File: src/rtl/store_rmw_unit_pkg.sv
// Shared types for the store read-modify-write path:
// FSM encoding, store size codes and byte-lane numbers.
package store_rmw_unit_pkg;

    typedef enum logic [1:0] {
        IDLE  = 2'd0,
        READ  = 2'd1,
        WAIT  = 2'd2,
        WRITE = 2'd3
    } state_t;

    typedef enum logic [1:0] {
        SZ_NONE = 2'd0,
        SZ_B    = 2'd1,
        SZ_H    = 2'd2,
        SZ_W    = 2'd3
    } size_t;

    localparam logic [1:0] LANE0 = 2'd0;
    localparam logic [1:0] LANE1 = 2'd1;
    localparam logic [1:0] LANE2 = 2'd2;
    localparam logic [1:0] LANE3 = 2'd3;

    // Word wins over halfword, halfword over byte.
    function automatic size_t size_decode(
        input logic sb,
        input logic sh,
        input logic sw
    );
        if (sw)      return SZ_W;
        else if (sh) return SZ_H;
        else if (sb) return SZ_B;
        else         return SZ_NONE;
    endfunction

endpackage

File: src/rtl/store_rmw_unit_lane_merge.sv
// Little-endian byte/halfword merge into an old DMEM word,
// plus alignment check for the requested size.
module store_lane_merge
    import store_rmw_unit_pkg::*;
(
    input  logic [31:0] old_word,
    input  logic [31:0] wdata,
    input  logic [1:0]  size,
    input  logic [1:0]  lane,
    output logic [31:0] merged,
    output logic        misalign
);

    always_comb begin
        merged   = old_word;
        misalign = 1'b0;
        case (size)
            SZ_B: begin
                case (lane)
                    LANE0: merged[7:0]   = wdata[7:0];
                    LANE1: merged[15:8]  = wdata[7:0];
                    LANE2: merged[23:16] = wdata[7:0];
                    LANE3: merged[31:24] = wdata[7:0];
                    default: ;
                endcase
            end
            SZ_H: begin
                if (lane[0])
                    misalign = 1'b1;
                else if (lane[1])
                    merged[31:16] = wdata[15:0];
                else
                    merged[15:0] = wdata[15:0];
            end
            SZ_W: begin
                merged   = wdata;
                misalign = (lane != LANE0);
            end
            default: ;
        endcase
    end

endmodule

File: src/rtl/store_rmw_unit.sv
// Store unit: full-word stores write directly, sub-word stores
// read the DMEM word, merge, and write it back in one WRITE cycle.
module store_rmw_unit
    import store_rmw_unit_pkg::*;
#(
    parameter int ADDR_W   = 11,
    parameter int READ_LAT = 1
) (
    input  logic              clk,
    input  logic              rst_n,
    input  logic              req_valid,
    output logic              req_ready,
    input  logic [31:0]       addr,
    input  logic [31:0]       wdata,
    input  logic              SbEn,
    input  logic              ShEn,
    input  logic              SwEn,
    output logic              done,
    output logic              misalign,
    output logic [ADDR_W-1:0] mem_addr,
    output logic              mem_re,
    output logic              mem_we,
    output logic [31:0]       mem_wdata,
    input  logic [31:0]       mem_rdata
);

    localparam int CNT_W = (READ_LAT > 1) ? $clog2(READ_LAT) : 1;
    localparam logic [CNT_W-1:0] LAST = CNT_W'(READ_LAT - 1);

    state_t            state;
    state_t            state_nx;
    logic [ADDR_W+1:0] addr_q;
    logic [31:0]       wdata_q;
    logic [31:0]       rdata_q;
    logic [1:0]        size_q;
    logic [CNT_W-1:0]  cnt_q;
    logic              done_q;
    logic              mis_q;

    size_t       req_size;
    logic        accept;
    logic        mis_now;
    logic [1:0]  sel_size;
    logic [1:0]  sel_lane;
    logic [31:0] sel_wdata;
    logic [31:0] merged;
    logic        unused_addr;

    assign unused_addr = ^addr[31:ADDR_W+2];
    assign req_size    = size_decode(SbEn, ShEn, SwEn);
    assign accept      = req_valid && (state == IDLE);

    // While idle the merger checks alignment of the incoming request;
    // afterwards it works on the latched request.
    assign sel_size  = (state == IDLE) ? req_size   : size_q;
    assign sel_lane  = (state == IDLE) ? addr[1:0]  : addr_q[1:0];
    assign sel_wdata = (state == IDLE) ? wdata      : wdata_q;

    store_lane_merge u_merge (
        .old_word (rdata_q),
        .wdata    (sel_wdata),
        .size     (sel_size),
        .lane     (sel_lane),
        .merged   (merged),
        .misalign (mis_now)
    );

    always_comb begin
        state_nx = state;
        unique case (state)
            IDLE: begin
                if (accept && !mis_now) begin
                    if (req_size == SZ_W)
                        state_nx = WRITE;
                    else if (req_size != SZ_NONE)
                        state_nx = READ;
                end
            end
            READ:  state_nx = WAIT;
            WAIT:  if (cnt_q == LAST) state_nx = WRITE;
            WRITE: state_nx = IDLE;
        endcase
    end

    always_ff @(posedge clk) begin
        if (!rst_n) begin
            state   <= IDLE;
            addr_q  <= '0;
            wdata_q <= '0;
            rdata_q <= '0;
            size_q  <= SZ_NONE;
            cnt_q   <= '0;
            done_q  <= 1'b0;
            mis_q   <= 1'b0;
        end else begin
            state  <= state_nx;
            done_q <= accept && (req_size == SZ_NONE || mis_now);
            mis_q  <= accept && mis_now;
            if (accept) begin
                addr_q  <= addr[ADDR_W+1:0];
                wdata_q <= wdata;
                size_q  <= req_size;
            end
            if (state == READ)
                cnt_q <= '0;
            else if (state == WAIT)
                cnt_q <= cnt_q + 1'b1;
            if (state == WAIT && cnt_q == LAST)
                rdata_q <= mem_rdata;
        end
    end

    assign req_ready = (state == IDLE);
    assign mem_re    = (state == READ);
    assign mem_we    = (state == WRITE);
    assign mem_addr  = addr_q[ADDR_W+1:2];
    assign mem_wdata = mem_we ? merged : 32'h0;
    assign done      = done_q | mem_we;
    assign misalign  = mis_q;

endmodule

File: config.mk
export PLATFORM = sky130hd
export DESIGN_NAME = store_rmw_unit
export DESIGN_NICKNAME = d
export VERILOG_FILES = /design/src/rtl/store_rmw_unit_pkg.sv /design/src/rtl/store_rmw_unit_lane_merge.sv /design/src/rtl/store_rmw_unit.sv
export SDC_FILE = /design/constraint.sdc
export NUM_CORES = 1
export LEC_CHECK = 0
export CAP_MARGIN = 20
export CORE_MARGIN = 1.5
export CORE_UTILIZATION = 45
export CTS_BUF_LIST = sky130_fd_sc_hd__clkbuf_4 sky130_fd_sc_hd__clkbuf_8
export CTS_CLUSTER_DIAMETER = 150
export DETAILED_ROUTE_END_ITERATION = 7
export GPL_TIMING_DRIVEN = 1
export PLACE_DENSITY_LB_ADDON = 0.2
export SETUP_SLACK_MARGIN = 0.4
export SKIP_LAST_GASP = 1
export SYNTH_ARGS = -nofsm -noshare
export SYNTH_HDL_FRONTEND = slang
export SYNTH_HIERARCHICAL = 1
export SYNTH_SLANG_ARGS = --single-unit
File: constraint.sdc
create_clock -name clk -period 3.41 [get_ports clk]
set_clock_uncertainty 0.05 [all_clocks]
set_input_delay 0.682 -clock clk [delete_from_list [all_inputs] [get_ports clk]]
set_output_delay 0.682 -clock clk [all_outputs]
set_load 0.005 [all_outputs]
==> impl_metrics.csv <==
group,metric,value,unit
worst_setup_path,start_kind,"flip-flop",
worst_setup_path,required,2.68,ns
worst_setup_path,slowest_stage,"mux2_4",
logic_synthesis,synthArstFlopShare,0,
timing,slew_headroom,0.498,
detailed_routing,wl_per_cell,18.4,µm
worst_setup_path,cp_max_fo,15,
logic_synthesis,synth_top_cell_area_share,0.354,
worst_setup_path,reg2reg_to,"wdata_q[22]$_SDFFE_PN0P_",
timing,setup_viol,1,
final_layout,syn2layout_area_growth,54.5,%
final_layout,num_antenna_cells,0,
power,ir_worst_vdd,0.000480,V
power,power_density,950,mW/mm²
clocking,insertion_delay,0.36,ns
place,gp_congestion,0.897,
logic_synthesis,ys_seq_elements,84,
clocking,cts.sinks,84,
power,leakage,0.00295,µW
floorplanning,dieArea,0.0112,mm²
place,hpwlAfterDp,9770,µm
clocking,cts_tree,"done",
worst_setup_path,path_cells,"inv_2 > ha_4 > mux2_4 > buf_6 > nor4b_1 > o21ai_0 > o221a_4 > and2_1 > clkdlybuf4s15_1",
worst_setup_path,critPathTopFamily,"simple AND/OR/NAND/NOR gates",
clocking,clk_pin_slew,0.09,ns
logic_synthesis,synthTopCellsByCount,"nand2_1, dfxtp_1, a21oi_1",
status,outcome,"complete, but fails checks",
global_route,grt_pass1_wl,25200,µm
final_layout,regArea,0.00168,mm²
timing,post-route-period-util,1.01,
logic_synthesis,syn_area_per_cell,7.95,µm²
final_layout,layout-drive-gt1-share,0.325,
global_route,gr-total-overflow,0,
worst_setup_path,crit_path_end_kind,"primary output",
timing,timing_hold_violations_final,0,
worst_hold_path,worstHoldPathCells,2,
final_layout,nFillCells,778,
final_layout,multiInputGateArea,0.00315,mm²
logic_synthesis,synth_cell_types,40,
global_route,grt_start_max_net_pins,47,
detailed_routing,vias_per_cell,5.61,
global_route,antenna_found_initial,0,
clocking,cts_made_buffers,9,
timing,max_freq,291,MHz
floorplanning,io_pins,150,
timing,setup_ws,-0.0309,ns
floorplanning,die_w,106,µm
logic_synthesis,synth_nets,704,
floorplanning,initial_core_util,0.463,
logic_synthesis,netlist_area,0.00475,mm²
logic_synthesis,synthCells,598,
logic_synthesis,yosysMostFrequentCell,"nand2_1",
clocking,clk_path_buf_depth,2,
worst_setup_path,ff2ff_path_depth,8,
timing,rsz0062_at_grt,"true",
floorplanning,core,0.0103,mm²
worst_setup_path,cp.arrival,2.71,ns
worst_hold_path,worstHoldEndpoint,"rdata_q[2]$_SDFFE_PN0P_",
job,maxCapViolCount,0,
global_route,track_usage,0.287,
logic_synthesis,synth_ff_type,"dfxtp_1",
detailed_routing,vias,5078,
worst_setup_path,critical_path_class,"flip-flop to primary output",
floorplanning,die_h,106,µm
status,violations,"negative setup slack",
worst_setup_path,r2r_setup_slack,1.15,ns
worst_hold_path,hp-class,"flip-flop to flip-flop",
worst_setup_path,slowest_delay,0.38,ns
detailed_routing,wl,16600,µm
detailed_routing,drt_pass1_iterations,6,
logic_synthesis,synth_area_leaders,"dfxtp_1, nand2_1, mux2_2",
worst_hold_path,worstHoldStart,"rdata_q[2]$_SDFFE_PN0P_",
clocking,htreeDepth,3,
floorplanning,core.rowCount,37,
worst_setup_path,path_buf_inv,3,
worst_setup_path,timing.rr.start,"state[0]$_SDFFE_PN0P_",
place,dp_worst_setup_slack,-0.328,ns
logic_synthesis,seq_area_frac_synth,0.354,
timing,slew_viol_final,0,
power,power.total,6980,µW
logic_synthesis,ys_warn_count,6,
logic_synthesis,synth-edff-count,0,
final_layout,nets,872,
timing,tightest_slew,0.751,ns
detailed_routing,drc,0,
clocking,cts-root-buf,"clkbuf_8",
detailed_routing,drtIter0Drc,470,
global_route,grt_pass1_vias,4980,
timing,fin_crit,3.44,ns
place,port_buffers,130,
detailed_routing,ant_nets,0,
logic_synthesis,yosysTopAreaCell,"dfxtp_1",
[placed cells by master (no fill, tap or decap), types with 10 or more instances in the layout]
cell type | Yosys | layout
a21oi_1 | 81 | 77
a21oi_2 | 10 | 11
and2_1 | 33 | 21
and2_4 | 0 | 11
buf_12 | 0 | 10
buf_2 | 17 | 19
buf_4 | 19 | 50
buf_6 | 4 | 35
clkbuf_8 | 0 | 10
clkdlybuf4s50_1 | 0 | 93
dfxtp_1 | 84 | 82
mux2_2 | 43 | 31
mux2_4 | 0 | 13
nand2_1 | 159 | 158
nor2_1 | 14 | 11
o21ai_0 | 16 | 12
[metal layers]
metal  routed length, µm  vias to the layer above  global-route usage
met1                6850                     2385               0.371
li1                    -                     2371                   -
met3                1250                       58              0.0359
met5                   0                        -                   0
met4                 662                        0               0.146
met2                7880                      264               0.470
[sequential cells by signal (all words and copies together), names as in the netlist]
name and flops:
cnt_q 1, addr_q 13, size_q 2, wdata_q 32, misalign 1, rdata_q 32
state 2, done_q 1
[worst max path at each step]
stage	start	endpoint	slack [ns]	cells past startpoint
floorplan	state[0]$_SDFFE_PN0P_	mem_wdata[0]	0.41	10
global placement	ShEn	mem_wdata[17]	-0.31	9
detailed placement	ShEn	mem_wdata[22]	-0.33	9
CTS	state[1]$_SDFFE_PN0P_	mem_wdata[22]	0.18	9
global route	state[0]$_SDFFE_PN0P_	mem_wdata[16]	-0.06	9
finish	state[0]$_SDFFE_PN0P_	mem_wdata[16]	-0.03	9
[tightest hold or removal path, stage by stage (launching register included)]
cell	delay (ns)
dfxtp_1	0.32
nand2_1	0.05
a21oi_1	0.05
[through the flow]
step                      hold slack [ns]  cells  setup TNS, ns  area, µm²  utilization
final                               0.407    905        -0.0309       7340        0.714
after global routing                0.422    905        -0.0593       7340        0.714
after CTS                           0.406    895              0       7120        0.693
after detailed placement            0.394    838          -8.92       6200        0.603
after global placement              0.388    838          -8.29       6200        0.603
after floorplan                     0.383    598              0       4750            -
[kinds of logic after synthesis]
group | Yosys count | share of synthesized area
mux | 52 | 0.121
simple gates | 242 | 0.237
buf+inv | 66 | 0.0779
fa+ha+maj | 5 | 0.0129
xor+xnor | 1 | 0.00184
compound gates | 148 | 0.196
flops | 84 | 0.354
[area by class of cell]
| cell class | count | share of cell area |
|---|---|---|
| Multi-Input combinational cell | 449 | 0.429 |
| Timing Repair Buffer | 216 | 0.283 |
| Sequential cell | 84 | 0.229 |
| Tap cell | 136 | 0.0232 |
| Clock buffer | 10 | 0.0187 |
| Clock inverter | 4 | 0.0135 |
| Inverter | 6 | 0.00307 |
[repair_timing]
action,in CTS,in global routing
setup endpoints to repair,32,33
resized for setup,224,28
endpoints found under the hold margin,0,0
buffers inserted,42,10
pin swaps,38,16
hold buffers,0,0
gates cloned,1,0
[power breakdown]
group / internal, µW / leakage [µW] / switching, µW
clock network: 500 / 0.000118 / 369
logic: 2510 / 0.00215 / 2270
registers: 1190 / 0.000687 / 131
No activity file was read; power rests on OpenSTA's default activity.
